--- config.mk ---
export PLATFORM = sky130hd
export DESIGN_NAME = spi_ram_cmd_arbiter
export DESIGN_NICKNAME = d
export VERILOG_FILES = /design/src/rtl/spi_ram_cmd_arbiter.sv
export SDC_FILE = /design/constraint.sdc
export NUM_CORES = 1
export LEC_CHECK = 0
export BUFFER_PORTS_ARGS = -buffer_cell sky130_fd_sc_hd__buf_2
export CELL_PAD_IN_SITES_DETAIL_PLACEMENT = 1
export CELL_PAD_IN_SITES_GLOBAL_PLACEMENT = 1
export CORE_ASPECT_RATIO = 0.9
export CORE_MARGIN = 2
export CORE_UTILIZATION = 30
export CTS_BUF_LIST = sky130_fd_sc_hd__clkbuf_4 sky130_fd_sc_hd__clkbuf_8
export CTS_CLUSTER_SIZE = 28
export DETAILED_ROUTE_END_ITERATION = 10
export PLACE_DENSITY_LB_ADDON = 0.05
export SLEW_MARGIN = 20
export SYNTH_ARGS = -nofsm -noshare
export SYNTH_HDL_FRONTEND = slang
export SYNTH_SLANG_ARGS = --single-unit
--- constraint.sdc ---
create_clock -name clk -period 6.7 [get_ports clk]
set_input_delay 1.34 -clock clk [delete_from_list [all_inputs] [get_ports clk]]
set_output_delay 1.34 -clock clk [all_outputs]
set_load 0.005 [all_outputs]
--- src/rtl/spi_ram_cmd_arbiter.sv ---
// Round-robin, transaction-locked arbiter for the shared RAM command port.
// Define SPI_ARB_LOCK_TIMEOUT_EN to abandon locks left idle for TIMEOUT_CYCLES.
module spi_ram_cmd_arbiter #(
   parameter int TIMEOUT_CYCLES = 16,
   parameter int CNT_W          = 5
) (
   input  logic       clk,
   input  logic       rst_n,
   input  logic       req0_valid,
   input  logic [9:0] req0_din,
   output logic       req0_ready,
   output logic [7:0] req0_dout,
   output logic       req0_dout_valid,
   input  logic       req1_valid,
   input  logic [9:0] req1_din,
   output logic       req1_ready,
   output logic [7:0] req1_dout,
   output logic       req1_dout_valid,
   output logic       ram_rx_valid,
   output logic [9:0] ram_din,
   input  logic [7:0] ram_dout,
   input  logic       ram_tx_valid,
   output logic [1:0] grant,
   output logic       busy,
   output logic       err
);

   typedef enum logic [1:0] {
      S_IDLE,
      S_WR_LOCK,
      S_RD_LOCK,
      S_RD_WAIT
   } state_t;

   localparam logic [1:0] OP_WA = 2'b00;
   localparam logic [1:0] OP_WD = 2'b01;
   localparam logic [1:0] OP_RA = 2'b10;
   localparam logic [1:0] OP_RF = 2'b11;

   if (2 ** CNT_W <= TIMEOUT_CYCLES) begin : g_bad_cnt_w
      $error("CNT_W too narrow for TIMEOUT_CYCLES");
   end

   state_t     state_q, state_d;
   logic       owner_q, owner_d;
   logic       last_q, last_d;
   logic       err_q, err_d;
   logic [7:0] dout0_q, dout0_d;
   logic [7:0] dout1_q, dout1_d;
   logic       dv0_q, dv0_d;
   logic       dv1_q, dv1_d;
   logic       sel, act, cur_valid, xfer, fwd, timeout;
   logic [9:0] cur_din;
   logic [1:0] op;

   // In IDLE the selected requester comes from arbitration, else it is the owner.
   always_comb begin
      sel = owner_q;
      if (state_q == S_IDLE) begin
         if (req0_valid && req1_valid) sel = ~last_q;
         else                          sel = req1_valid;
      end
   end

   assign cur_valid  = sel ? req1_valid : req0_valid;
   assign cur_din    = sel ? req1_din : req0_din;
   assign op         = cur_din[9:8];
   assign act        = (state_q == S_IDLE) ? cur_valid :
                       (state_q == S_WR_LOCK || state_q == S_RD_LOCK);
   assign xfer       = act & cur_valid;
   assign req0_ready = act & ~sel;
   assign req1_ready = act & sel;

`ifdef SPI_ARB_LOCK_TIMEOUT_EN
   logic [CNT_W-1:0] cnt_q, cnt_d;

   always_comb begin
      cnt_d = cnt_q + CNT_W'(1);
      if (state_q == S_IDLE || xfer) cnt_d = '0;
   end

   assign timeout = (state_q != S_IDLE) && !xfer &&
                    !(state_q == S_RD_WAIT && ram_tx_valid) &&
                    (cnt_d == CNT_W'(TIMEOUT_CYCLES));

   always_ff @(posedge clk or negedge rst_n) begin
      if (!rst_n) cnt_q <= '0;
      else        cnt_q <= timeout ? '0 : cnt_d;
   end
`else
   assign timeout = 1'b0;
`endif

   always_comb begin
      state_d = state_q;
      owner_d = owner_q;
      last_d  = last_q;
      err_d   = 1'b0;
      dout0_d = dout0_q;
      dout1_d = dout1_q;
      dv0_d   = 1'b0;
      dv1_d   = 1'b0;
      fwd     = 1'b0;
      unique case (state_q)
         S_IDLE: begin
            if (xfer) begin
               owner_d = sel;
               if (op == OP_WA) begin
                  fwd     = 1'b1;
                  state_d = S_WR_LOCK;
               end else if (op == OP_RA) begin
                  fwd     = 1'b1;
                  state_d = S_RD_LOCK;
               end else begin
                  err_d = 1'b1;
               end
            end
         end
         S_WR_LOCK: begin
            if (xfer) begin
               if (op == OP_WD) begin
                  fwd     = 1'b1;
                  last_d  = owner_q;
                  state_d = S_IDLE;
               end else if (op == OP_WA) begin
                  fwd = 1'b1;
               end else begin
                  err_d = 1'b1;
               end
            end
         end
         S_RD_LOCK: begin
            if (xfer) begin
               if (op == OP_RF) begin
                  fwd     = 1'b1;
                  state_d = S_RD_WAIT;
               end else if (op == OP_RA) begin
                  fwd = 1'b1;
               end else begin
                  err_d = 1'b1;
               end
            end
         end
         S_RD_WAIT: begin
            if (ram_tx_valid) begin
               if (owner_q) begin
                  dout1_d = ram_dout;
                  dv1_d   = 1'b1;
               end else begin
                  dout0_d = ram_dout;
                  dv0_d   = 1'b1;
               end
               last_d  = owner_q;
               state_d = S_IDLE;
            end
         end
         default: state_d = S_IDLE;
      endcase
      if (timeout) begin
         state_d = S_IDLE;
         err_d   = 1'b1;
         last_d  = owner_q;
      end
   end

   always_ff @(posedge clk or negedge rst_n) begin
      if (!rst_n) begin
         state_q <= S_IDLE;
         owner_q <= 1'b0;
         last_q  <= 1'b1;
         err_q   <= 1'b0;
         dout0_q <= 8'h00;
         dout1_q <= 8'h00;
         dv0_q   <= 1'b0;
         dv1_q   <= 1'b0;
      end else begin
         state_q <= state_d;
         owner_q <= owner_d;
         last_q  <= last_d;
         err_q   <= err_d;
         dout0_q <= dout0_d;
         dout1_q <= dout1_d;
         dv0_q   <= dv0_d;
         dv1_q   <= dv1_d;
      end
   end

   // Zero din when idle so the RAM never sees a stray fetch opcode.
   assign ram_rx_valid    = fwd;
   assign ram_din         = fwd ? cur_din : 10'h000;
   assign grant           = (state_q == S_IDLE) ? 2'b00 :
                            (owner_q ? 2'b10 : 2'b01);
   assign busy            = (state_q != S_IDLE);
   assign err             = err_q;
   assign req0_dout       = dout0_q;
   assign req1_dout       = dout1_q;
   assign req0_dout_valid = dv0_q;
   assign req1_dout_valid = dv1_q;

endmodule

-- Word-level counts from Yosys, hierarchy flattened
Cells that the tools add are included.
Widths: inputs -> output; s select.
- equality and inequality tests: 13
- multiplexer cells: 45
- bitwise logic cells: 6
- reductions and logical operators: 11
- operator list (kind ; count):
    $mux 1 ; 29
    $mux 10 ; 2
    $mux 2 ; 10
    $eq 2x2->1 const B ; 4
    $ne 2x2->1 const B ; 4
    $pmux 2 s4 ; 1
    $reduce_and 7->1 ; 1
    $pmux 1 s3 ; 2
    $reduce_and 3->1 ; 2
    $eq 2x1->1 const B ; 2
    $logic_not 2->1 ; 2
    $ne 2x1->1 const B ; 2
    $reduce_and 4->1 ; 1
    $reduce_bool 2->1 ; 2
    $and 1x1->1 ; 3
    $ne 3x1->1 const B ; 1
    $not 1->1 ; 3
    $pmux 1 s2 ; 1
    $reduce_and 2->1 ; 1
    $logic_and 1x1->1 ; 1
    $logic_or 1x1->1 ; 1
- flip-flop bits (word level): 23
- input port bits: 33
- output and inout port bits: 35
- word-level logic and storage cells: 83

-- Longest topological paths before layout
- depth in word-level cells: 10
- mapped depth: 9
- depth with buffers taken out: 8

-- Worst setup path before layout
No wires, ideal clock.
- path type: in2out
- start point: input req0_valid
- end point: output ram_din[0]
- data arrival time: 2.523 ns
- required time: 5.360 ns
- slack: 2.837 ns
- cell stages on the path: 6
- path buffers: 0
- path through: nand2_1 > a31oi_4 > mux2i_1 > or3_1 > o2111ai_2 > nor2_1
- cells in the longest elaborated chain, start to end: 10
- elaborated cells between the ends (all ways): 21
- classes of those cells: 3 x eq/ne; 15 x mux; 1 x bitwise; 2 x reduce/logical
- ends and longest elaborated chain (item ; RTL line ; source):
    start: declaration ; 9 ; input logic req0_valid,
    $logic_and 1x1->1 ; 60 ; if (req0_valid && req1_valid) sel = ~last_q;
    $mux 1 ; 60 ;
    $mux 1 ; 59 ; if (state_q == S_IDLE) begin
    $mux 10 ; 66 ; assign cur_din = sel ? req1_din : req0_din;
    $eq 2x2->1 / $logic_not 2->1 (equally long branches) ; - ;
    $mux 1, on equally long branches ; 111, 137, 125 ;
    $mux 1, on equally long branches ; 134, 108, 121 ;
    $mux 1, on equally long branches ; 133, 106, 120 ;
    $pmux 1 s3 ; 104 ; unique case (state_q)
    $mux 10 * ; 190 ; assign ram_din = fwd ? cur_din : 10'h000;
    end: declaration ; 20 ; output logic [9:0] ram_din,
Every way passes the cells marked *; elsewhere a longest branch is shown, timed or not.

-- Worst setup path in the final report
- start point: input req0_valid
- end point: output ram_din[1]
The elaborated chain is that of the path after synthesis.

==> PnR_summary.wiki <==
{| class="wikitable"
! Metric !! Value
|-
| Slowest stage cell on the critical path || a31oi_4
|-
| Floorplan Core Area || 4130 um^2
|-
| Fraction of power spent switching nets || 40.6%
|-
| Kind of end point of the critical path || output pin
|-
| Clock-pin transition on the worst setup and hold timing paths || 80 ps
|-
| Final critical-path required period || 4610 ps
|-
| Starting Density || 31.8%
|-
| Avg Inst Size Synth || 9.45 um^2
|-
| Capture endpoint of the worst hold path || req0_dout[7]
|-
| Setup tns final || 0 ps
|-
| Library cell with the highest instance count after synthesis || nand2_1
|-
| Initial DRC count || 32
|-
| Layout Skew || 0.863 ps
|-
| Layout Nets || 246
|-
| Worst flop-to-flop path startpoint || state_q[1]
|-
| Root buffer cell || clkbuf_8
|-
| Postcts setup bufs || 0
|-
| Total of cells resized after clock tree synthesis || 0
|-
| Hold-fix buffer count after cts || 0
|-
| Cell type with the highest aggregate area in the netlist || dfrtp_1
|-
| Setup ws final || 2090 ps
|-
| Worst Min Path Start || req0_dout[7]
|-
| End of the worst register-to-register path || last_q
|-
| Power share of the sequential group || 30.4%
|-
| Distinct cell type count after synthesis || 28
|-
| Area of the die || 4930 um^2
|-
| Synth top area share || 41.9%
|-
| P&R area growth vs syn || 32.7%
|-
| Outcome || completed
|-
| Vert. Die Dim || 66.8 um
|-
| Clock network fraction of total power || 10.9%
|-
| Remaining antenna violation count after routing || 0
|-
| RSZ-0062 raised after global routing || no
|-
| Number of cell rows || 22
|-
| Combined buffer and inverter count along the critical path || 2
|-
| Global-route wire length before repair || 5.46 mm
|-
| Count of port buffers added during placement || 67
|-
| Post-placement cell count || 251
|-
| Proportion of layout cells with a drive suffix above 1 || 40.6%
|-
| Largest cells by area after synthesis || dfrtp_1 (42%), mux2i_1 (9.9%), nand2_1 (8.6%)
|-
| Max-Cap Viols || 0
|-
| Number of top-level design ports || 68
|-
| Worst setup path class || primary input to output pin
|-
| Switching component of the power || 325 uW
|-
| Power density of the placed cells || 459 nW/um^2
|-
| List of cells traversed by the critical path || buf_2 > nand2_1 > a31oi_4 > mux2i_1 > or3_1 > o2111ai_2 > nor2_1 > buf_2
|-
| Detail-routed net length per standard cell || 13.7 um
|-
| R2R cell count || 8
|-
| Number of hold violations in the final report || 0
|-
| Achievable Freq || 217 MHz
|-
| Depth of the CTS H-tree || 1
|-
| Arrival time of the worst setup path || 3270 ps
|-
| Dominant synthesized flop cell || dfrtp_1
|-
| Worst path max stage delay || 570 ps
|-
| Floorplan die width || 73.8 um
|-
| Drc violations || 0
|-
| Cells after Synth || 139
|-
| Warnings, synthesis || 0
|-
| Family of cells with the greatest summed delay on the critical path || compound AO/OA/AOI/OAI gates
|-
| Worst slew margin relative to its limit || 57.3%
|-
| Bufs on Longest Clock Path || 2
|-
| Routed wire length || 3.50 mm
|-
| Crit-path most repeated cell || buf_2
|-
| Least-Margin Pin Slew || 640 ps
|-
| Largest net degree at the start of global routing || 24
|-
| Internal power || 475 uW
|-
| Weighted congestion at the end of routability-driven global placement || 0.754
|-
| Register bit count reported by yosys || 23
|-
| 1st-pass router iterations || 2
|-
| CTS tree || done
|-
| Post-synthesis async set-or-reset flop share || 100%
|-
| Hpwl dp || 2.84 mm
|-
| Peak VDD IR || 0.186 mV
|-
| Max Fanout on Critical Path || 17
|-
| TritonCTS buffer count || 3
|-
| Share of synthesized area occupied by flip-flops and latches || 43.9%
|-
| Number of enable-type register cells in the synthesized netlist || 0
|-
| Final setup fails || 0
|-
| Worst hold path cell count || 2
|-
| Final worst-path cycle share || 68.8%
|-
| Gate power share || 58.8%
|-
| Number of slew-limit violations in the final report || 0
|-
| Insertion delay to the later sink of the worst-skew pair || 260 ps
|-
| Total standard cell area after synthesis || 1310 um^2
|-
| Number of antenna diodes || 0
|-
| Number of cells in the finished layout apart from fillers || 255
|-
| Total number of vias || 1,246
|-
| Critical Path Start Type || primary input
|-
| CP required || 5360 ps
|-
| Number of filler instances in the final layout || 520
|-
| Flop-to-flop setup slack || 4160 ps
|-
| Number of antenna violations at the first check in global routing || 0
|-
| Launch point of the critical path || req0_valid
|-
| Number of global-route vias before repair || 1,205
|-
| Total clock sinks || 23
|-
| Final design utilization || 42.2%
|-
| Number of vias per cell || 4.89
|-
| Hold Path Class || flip-flop to flip-flop
|-
| List of most frequent post-synthesis cells || nand2_1 (30), dfrtp_1 (22), nor2_1 (18), mux2i_1 (13), mux2_2 (9)
|-
| Total global routing overflow || 0
|-
| Post-placement setup slack || 2050 ps
|-
| Total nets after synthesis || 177
|-
| Total GRT Usage || 14.3%
|-
| Total leakage power || 0.000978 uW
|}
-- worst max-delay path by stage --
stage | to | slack, ps | depth (start not counted)
2_1_floorplan | ram_din[0] | 2840 | 6
3_3_place_gp | ram_din[2] | 2150 | 8
3_5_place_dp | ram_din[6] | 2050 | 8
4_1_cts | ram_din[6] | 2030 | 8
5_1_grt | ram_din[6] | 1860 | 8
6_report | ram_din[1] | 2090 | 8
-- kinds of logic after synthesis --
family,synth area share (%)
AO/OA/AOI/OAI,9.81
buffers and inverters,3.43
adder cells (fa/ha/maj),4.76
AND/OR/NAND/NOR,20.5
flip-flops,43.9
multiplexers,17.6
-- worst min-delay path, delay by kind of cell, from the launching register on --
kind	cells	cell delay, ps
flops	1	340
simple gates	2	100
-- cell usage in the layout, fill, tap and decap left out --
cell	synthesis	routed
mux2_2	9	9
inv_1	7	7
clkinv_1	1	1
o311a_1	1	1
o21ai_0	4	4
dfstp_2	1	1
a21oi_1	4	4
or3_1	1	1
nand3b_1	2	2
dfrtp_1	22	22
a31oi_4	1	1
o21ai_1	1	1
o211ai_1	2	2
o2111ai_2	1	1
a21boi_0	1	1
clkbuf_4	0	1
o311ai_0	1	1
nand4_1	1	1
buf_2	3	67
clkbuf_8	0	3
nand3_1	2	2
nand2b_1	2	2
and3_1	1	1
mux2i_1	13	13
nor2b_1	3	3
nand2_1	30	30
nor2_1	18	18
ha_1	5	5
a31oi_1	1	1
nor2b_4	1	1
-- metrics by stage --
step / hold slack, ps / power (uW) / cell area, um^2
2_1_floorplan: 470 / 546 / 1310
6_report: 473 / 800 / 1740
5_1_grt: 501 / 875 / 1740
4_1_cts: 483 / 817 / 1740
3_3_place_gp: 452 / 708 / 1690
3_5_place_dp: 464 / 726 / 1690
-- power groups by stage --
stage	clock network (uW)	logic, uW	registers [uW]
finish	87.0	470	243
global route	95.9	528	251
CTS	91.4	481	245
detailed placement	0	479	247
global placement	0	466	242
floorplan	0	303	244
-- routing by layer --
layer / track usage, % / wire length [um] / vias up
li1: - / - / 605
met1: 18.8 / 1520 / 605
met2: 24.9 / 1780 / 34
met3: 3.33 / 185 / 2
met4: 0.682 / 7 / 0
met5: 0 / 0 / -
-- state kept, by name, summed over array words and instances (netlist names) --
register,count
req1_dout_valid,1
req1_dout,8
last_q,1
state_q,2
req0_dout,8
owner_q,1
req0_dout_valid,1
err,1
-- final cells by class --
cell class | count | area, um^2 | share of cell area [%]
Clock buffer | 4 | 48.8 | 2.80
Timing Repair Buffer | 67 | 335 | 19.2
Sequential cell | 23 | 577 | 33.1
Multi-Input combinational cell | 105 | 692 | 39.7
Tap cell | 48 | 60.1 | 3.45
Inverter | 8 | 30.0 | 1.72
No activity file was read; power rests on OpenSTA's default activity.
